===== src/rtl/imm_operand_stage.sv =====
// Immediate operand stage: selects the zero/sign/LUI operand and
// forwards it to EX through a two-entry skid buffer.
module imm_operand_stage #(
  parameter int DATA_WIDTH_IN  = 16,
  parameter int DATA_WIDTH_OUT = 32,
  parameter int REG_ADDR_WIDTH = 5
) (
  input  logic                      clk,
  input  logic                      rst,
  input  logic                      in_valid,
  output logic                      in_ready,
  input  logic [DATA_WIDTH_IN-1:0]  in_imm,
  input  logic [DATA_WIDTH_OUT-1:0] in_zext,
  input  logic [DATA_WIDTH_OUT-1:0] in_sext,
  input  logic [1:0]                in_ext_op,
  input  logic [REG_ADDR_WIDTH-1:0] in_rt,
  input  logic                      flush,
  output logic                      out_valid,
  input  logic                      out_ready,
  output logic [DATA_WIDTH_OUT-1:0] out_imm,
  output logic [REG_ADDR_WIDTH-1:0] out_rt,
  output logic                      ext_err
);

  localparam int LOW_W = DATA_WIDTH_OUT - DATA_WIDTH_IN;

  logic [DATA_WIDTH_OUT-1:0] sel_imm;
  logic                      sel_bad;

  logic                      main_v, main_v_n;
  logic [DATA_WIDTH_OUT-1:0] main_imm, main_imm_n;
  logic [REG_ADDR_WIDTH-1:0] main_rt, main_rt_n;
  logic                      skid_v, skid_v_n;
  logic [DATA_WIDTH_OUT-1:0] skid_imm, skid_imm_n;
  logic [REG_ADDR_WIDTH-1:0] skid_rt, skid_rt_n;
  logic                      rdy_q;
  logic                      err_q, err_n;
  logic                      accept;
  logic                      pop;

  assign in_ready  = rdy_q;
  assign out_valid = main_v;
  assign out_imm   = main_imm;
  assign out_rt    = main_rt;
  assign ext_err   = err_q;

  assign accept = in_valid && rdy_q;
  assign pop    = main_v && out_ready;

  // Operand select; the illegal encoding yields zero and flags an error.
  always_comb begin
    sel_imm = '0;
    sel_bad = 1'b0;
    unique case (1'b1)
      (in_ext_op == 2'b00): sel_imm = in_zext;
      (in_ext_op == 2'b01): sel_imm = in_sext;
      (in_ext_op == 2'b10): sel_imm = {in_imm, {LOW_W{1'b0}}};
      (in_ext_op == 2'b11): sel_bad = 1'b1;
    endcase
  end

  // Main/skid transfer decisions; flush squashes everything.
  always_comb begin
    main_v_n   = main_v;
    main_imm_n = main_imm;
    main_rt_n  = main_rt;
    skid_v_n   = skid_v;
    skid_imm_n = skid_imm;
    skid_rt_n  = skid_rt;
    err_n      = err_q;
    if (flush) begin
      main_v_n = 1'b0;
      skid_v_n = 1'b0;
    end else begin
      if (accept && sel_bad)
        err_n = 1'b1;
      if (!main_v) begin
        if (accept) begin
          main_v_n   = 1'b1;
          main_imm_n = sel_imm;
          main_rt_n  = in_rt;
        end
      end else if (pop) begin
        if (skid_v) begin
          main_imm_n = skid_imm;
          main_rt_n  = skid_rt;
          skid_v_n   = 1'b0;
        end else if (accept) begin
          main_imm_n = sel_imm;
          main_rt_n  = in_rt;
        end else begin
          main_v_n = 1'b0;
        end
      end else if (accept) begin
        skid_v_n   = 1'b1;
        skid_imm_n = sel_imm;
        skid_rt_n  = in_rt;
      end
    end
  end

  // State registers; in_ready is registered from the next skid state.
  always_ff @(posedge clk) begin
    if (rst) begin
      main_v   <= 1'b0;
      main_imm <= '0;
      main_rt  <= '0;
      skid_v   <= 1'b0;
      skid_imm <= '0;
      skid_rt  <= '0;
      rdy_q    <= 1'b0;
      err_q    <= 1'b0;
    end else begin
      main_v   <= main_v_n;
      main_imm <= main_imm_n;
      main_rt  <= main_rt_n;
      skid_v   <= skid_v_n;
      skid_imm <= skid_imm_n;
      skid_rt  <= skid_rt_n;
      rdy_q    <= !skid_v_n;
      err_q    <= err_n;
    end
  end

endmodule

===== config.mk =====
export PLATFORM = sky130hd
export DESIGN_NAME = imm_operand_stage
export DESIGN_NICKNAME = d
export VERILOG_FILES = /design/src/rtl/imm_operand_stage.sv
export SDC_FILE = /design/constraint.sdc
export NUM_CORES = 1
export LEC_CHECK = 0
export CORE_ASPECT_RATIO = 0.7
export CORE_MARGIN = 10
export CORE_UTILIZATION = 30
export CTS_CLUSTER_SIZE = 20
export DETAILED_ROUTE_END_ITERATION = 6
export PLACE_DENSITY = 0.61
export SYNTH_ARGS = -nofsm -noshare
export SYNTH_HDL_FRONTEND = slang
export SYNTH_SLANG_ARGS = --single-unit

===== constraint.sdc =====
create_clock -name clk -period 1.3 [get_ports clk]
set_clock_uncertainty 0.05 [all_clocks]
set_input_delay 0.26 -clock clk [delete_from_list [all_inputs] [get_ports clk]]
set_output_delay 0.26 -clock clk [all_outputs]
set_load 0.01 [all_outputs]

==> results by group <==
Outcome
  • Status: complete, but fails checks
  • Failing checks: setup timing

Timing
  • Fmax: 671.8 MHz
  • Slew @ Worst Pin: 0.4387 ns
  • Unrepaired setup endpoints after global routing: true
  • Hold slack: ~0.30 ns
  • Final setup margin: -0.1885 ns
  • Final period util: 1.145
  • Final-report max-slew violation count: 0
  • Final hold violations: 0
  • Final setup fails: 77
  • Rel. slew slack: 0.7075
  • Fin crit period: 1.489 ns

Synthesis
  • Syn Nets: between 500 and 600
  • Syn Inst Count: ~430
  • Commonest cells post-synth: dfxtp_1, a21oi_1, nor2_1
  • Yosys top cell area share: 0.3887
  • Ys async rst share: 0
  • Yosys warning total: 0
  • Count leader, synth: dfxtp_1
  • Syn Area/Cell: 9.387 sq um
  • Main synth FF type: dfxtp_1
  • Top cells by area, synth: dfxtp_1, a2111oi_2, mux2_2, a31oi_1, a21oi_1
  • Sequential fraction of the synthesis area: 0.3887
  • Syn Std Cell Area: 4018 sq um
  • Largest area contributor in the netlist: dfxtp_1
  • Distinct cell type count after synthesis: 36
  • Flops & latches, synth: 78
  • Post-synth EDFFs: 0

Route
  • First DRT Iteration DRCs: 207
  • DR pass1 iterations: 4
  • Post-DR wirelength/cell: roughly 23 um
  • Post-DRT Antenna Nets: 0
  • DR vias/cell: 5.682
  • Vias: roughly 4,300
  • Drt total wl: 16,890 um
  • # DRC: 0

Critical path
  • Crit end category: flop
  • Critical path's top delay family: buffers and inverters
  • CP dominant cell by count: buf_6
  • CP arrival: between 1.5 and 2 ns
  • Data required, critical path: 1.52 ns
  • Critical-path cell list: buf_6 -> buf_6 -> and3b_2 -> buf_6 -> clkbuf_16 -> nand4_1 -> a21oi_2
  • Worst path bufs/invs: 4
  • R2R cell count: 7
  • Setup Crit Path Kind: reg -> reg
  • Slowest CP cell: dfxtp_2
  • CP Launch Type: flop
  • Max FO, Critical Path: 6
  • Critical path's largest stage delay: 0.36 ns
  • Crit path depth: 7

Finish
  • Share of layout cells above drive strength 1: 0.4622
  • N_diodes: 0
  • Final core utilization: 0.5544
  • Fin cells: roughly 750
  • Nets: 672
  • Layout area overhead: 81.28%

Floorplan
  • Total die area: 18,490 sq um
  • Core Footprint: 13,140 sq um
  • Starting density of the core: 0.3058
  • Die Height: 116.8 um
  • # rows: 35
  • Die width: 158.3 um
  • IO Pins: 132

Clocking
  • CTS tree: yes
  • Clock transition at path regs: 0.06 ns
  • # hold bufs at CTS: 0
  • # H-tree levels: 3
  • CTS Buf Count: 9
  • Clock Latency Late Sink: 0.34 ns
  • CTS sink cnt: 78
  • Bufs on Longest Clock Path: 2
  • CTS root buf: clkbuf_16

GRT
  • Largest net degree at the start of global routing: 35
  • First-pass GRT wire length: 24,540 um
  • Top Usage Layer GRT: met2
  • Initial antenna violation count: 0
  • Total track usage: 0.1691
  • GR Util met1: 0.2131
  • Gr ovfl total: 0
  • Met3 Usage GRT: 0.05476
  • Vias in the first global route: 4,489
  • Met2 track utilization from global routing: 0.2761

Pwr
  • Pwr Density: roughly 850 nW/um^2
  • Max VDD drop: 0.0006087 V
  • Leak: 2.458 nW

Min path
  • Hold path depth: 2
  • Hold Path Class: in -> reg

Job
  • Max capacitance violation total: 0

Placement
  • Placed cells: 709
  • Routability cong.: 0.7883
  • I/O Buffers: about 130
  • DP HPWL: 10,180 um
cell usage in the layout (no fill, tap or decap), types with 18 or more instances in the layout:
cell              n
dfxtp_1          68
a2111oi_4        19
clkdlybuf4s50_1  85
nor2_1           19
buf_12           26
a21oi_1          18
buf_4            19
o21ai_0          21
mux2_2           32
a31oi_4          20
cells by family after synthesis:
group | Yosys count | share of synthesized area
DFF | 78 | 0.3887
AOI/OAI and AO/OA | 171 | 0.3314
muxes | 32 | 0.08969
buffers and inverters | 58 | 0.08128
and+or+nand+nor | 89 | 0.1090
sequential cells by signal, summed over array words and instances, names as in the netlist:
register / flops
skid_imm: 32
skid_rt: 5
out_rt: 5
skid_v: 1
out_valid: 1
out_imm: 32
in_ready: 1
ext_err: 1
worst paths after layout:
| kind | start | to | slack (ns) |
|---|---|---|---|
| min reg2reg | out_rt[1] | out_rt[1] | 0.42 |
| max reg2reg | in_ready | skid_imm[5] | -0.19 |
| min | rst | skid_imm[0] | 0.30 |
| max | in_ready | skid_imm[5] | -0.19 |
metal layers:
metal	wire length [um]	share of wire
met1	7452	0.44
met5	0	0
met4	162	0.0096
met2	8049	0.48
met3	1226	0.073
stage by stage:
step / total power [mW] / TNS (ns) / setup WS (ns) / cell area (sq um)
2_1_floorplan: 3.069 / -0.6985 / -0.03445 / 4036
3_3_place_gp: 3.669 / -36.52 / -0.5665 / 5733
3_5_place_dp: 3.691 / -38.97 / -0.6366 / 5733
4_1_cts: 6.019 / -6.397 / -0.1788 / 6621
5_1_grt: 6.387 / -11.33 / -0.2445 / 7283
6_report: 6.185 / -8.554 / -0.1885 / 7283
report_power, final:
group          total, mW  internal, mW  switching (mW)
Clock               2.22          1.25           0.973
Sequential          2.52          2.46          0.0629
Combinational       1.44         0.757           0.682
repair_timing:
action                                  in CTS  in global routing
cloned                                       7                  5
setup buffers                               15                 10
hold endpoints to repair                     0                  0
endpoints found under the setup margin     115                104
pin swaps                                   54                 47
resized for setup                          148                156
cell type report:
type	count	area, sq um
Timing Repair Buffer	192	2113
Multi-Input combinational cell	292	3114
Fill cell	1075	5854
Tap cell	166	207.7
Sequential cell	78	1577
Inverter	7	27.53
Clock inverter	3	15.01
Clock buffer	10	229.0
No activity file was read; power rests on OpenSTA's default activity.
==> edit: new RTL, same flow settings <==
Set the parameter `DATA_WIDTH_OUT` to 36 (it was 32).
--- a/src/rtl/imm_operand_stage.sv
+++ b/src/rtl/imm_operand_stage.sv
@@ -2,7 +2,7 @@
 // forwards it to EX through a two-entry skid buffer.
 module imm_operand_stage #(
   parameter int DATA_WIDTH_IN  = 16,
-  parameter int DATA_WIDTH_OUT = 32,
+  parameter int DATA_WIDTH_OUT = 36,
   parameter int REG_ADDR_WIDTH = 5
 ) (
   input  logic                      clk,
Ports: changed (resized in_sext, in_zext and out_imm); port bits go from 132 to 144. The function was not compared with the original's and may differ.
==> edit against the original RTL <==
The flow still finishes with violations (setup timing); wire length grew 21%; worst setup slack better by 0.027 ns; sequential power rose by 9.5%; critical path depth shrank 1; largest cell class unchanged; synthesized area rose by 13%; sequential cell count grew 8; combinational power up 22%; via count grew 18%; total power grew 19%; cell area grew 22%; die area increased by 11%; count of clock-buffer cells in the layout is 2 higher; utilization is 4.8 points higher.
==> edit: results (changes against the original RTL) <==
| Metric | Value |
|---|---|
| Util after Layout | `60.26% (+4.8 points)` |
| Fraction of the mapped netlist area in compound gates | `32.92% (-0.22 points)` |
| Syn_nets | `574 (+10%)` |
| Multi-input logic area | `3510 µm² (+13%)` |
| Main synth FF type | `dfxtp_1` |
| Clk cell area share | `3.557% (+0.21 points)` |
| Routability cong. | `0.7972 (+1.1%)` |
| Critical path peak fanout | `8 (+2)` |
| Multiplexer share of the synthesized area | `8.843% (-0.13 points)` |
| Ratio of cells with drive above 1 in the final layout | `51.87% (+5.7 points)` |
| First-pass GRT wire length | `29970 µm (+22%)` |
| Placed cell areas | `6837 µm² (+19%)` |
| Nets@finish | `789 (+17%)` |
| Leakage | `3.174 nW (+29%)` |
| Placement Setup Slack | `-0.6440 ns (-0.007397 ns)` |
| Top cells by count, synth | `dfxtp_1, a21oi_1, a31oi_1, nor2_1, a2111oi_2` |
| H-tree Lvls | `3 (unchanged)` |
| Via count | `5001 (+18%)` |
| 1st-pass router iterations | `5 (+1)` |
| DR iter-0 viols | `376 (+82%)` |
| Max IR drop VDD | `0.5697 mV (-6.4%)` |
| Sequential cell area | `1734 µm² (+10%)` |
| Port bufs | `143 (+9.2%)` |
| Seq_cells | `86 (+10%)` |
| Outcome | `finished with violations` |
| Wirelength, routed | `20480 µm (+21%)` |
| Dpl hpwl | `12050 µm (+18%)` |
| Hold_ws | `0.2884 ns (-0.01029 ns)` |
| Yosys cell types | `42 (+17%)` |
| FILL cells | `1163 (+8.2%)` |
| Failing checks | `setup timing` |
| Synth Warn # | `0 (unchanged)` |
| Worst r2r path cells | `6 (-1)` |
| Post-CTS Resized | `213 (+44%)` |
| Final worst slack | `-0.1615 ns (+0.02705 ns)` |
| CP Data Arrival Time | `1.63 ns (-0.08 ns)` |
| Largest net degree at the start of global routing | `31 (-11%)` |
| Post-CTS setup buffer count | `24 (+9)` |
| Signal buf overhead | `34.37% (+5.4 points)` |
| Multi-input gates | `324 (+11%)` |
| Placed Instances | `825 (+16%)` |
| Setup violators final | `70 (-9.1%)` |
| Signal buffers | `261 (+36%)` |
| Top post-synthesis cells by area | `dfxtp_1, a2111oi_2, mux2_2` |
| Worst Setup EP | `out_imm[15]$_SDFFE_PP0P_` |
| Fin Setup TNS | `-6.223 ns (+2.331 ns)` |
| HP Start | `rst` |
| Mapped Cells | `474 (+11%)` |
| Clock buffers | `12 (+2)` |
| Seq/Total Area, Yosys | `37.91% (-0.96 points)` |
| Hold EP | `skid_imm[9]$_SDFFE_PP0P_` |
| Slew @ Worst Pin | `0.5094 ns (+0.07066 ns)` |
| All-Layer GR Usage | `17.95% (+1.0 points)` |
| DR vias/cell | `5.625 (-0.99%)` |
[edit: layer usage]
| metal | global-route usage, % | vias up | part of all wire, % |
|---|---|---|---|
| li1 | - | 2271 | - |
| met1 | 22.10 | 2529 | 44 |
| met2 | 31.14 | 173 | 47 |
| met3 | 4.661 | 28 | 6.5 |
| met4 | 3.939 | 0 | 1.6 |
| met5 | 0 | - | 0 |
[edit: logic make-up (layout without fill, tap and decap cells)]
group,Yosys count,in the layout
AO/OA/AOI/OAI,187,187
buffers and inverters,64,284
flip-flops,86,86
multiplexers,36,36
AND/OR/NAND/NOR,101,101
[edit: critical path, cell delays in order (launching register included)]
cell       delay (ns)
dfxtp_4          0.37
buf_6            0.10
nand3b_4         0.11
a21oi_4          0.28
buf_12           0.17
buf_16           0.16
a2111oi_4        0.08
[edit: report_power, final]
group	switching, mW	leakage [nW]	internal [mW]
clock	1.08	0.157	1.73
combinational	0.794	2.32	0.963
sequential	0.0565	0.701	2.71
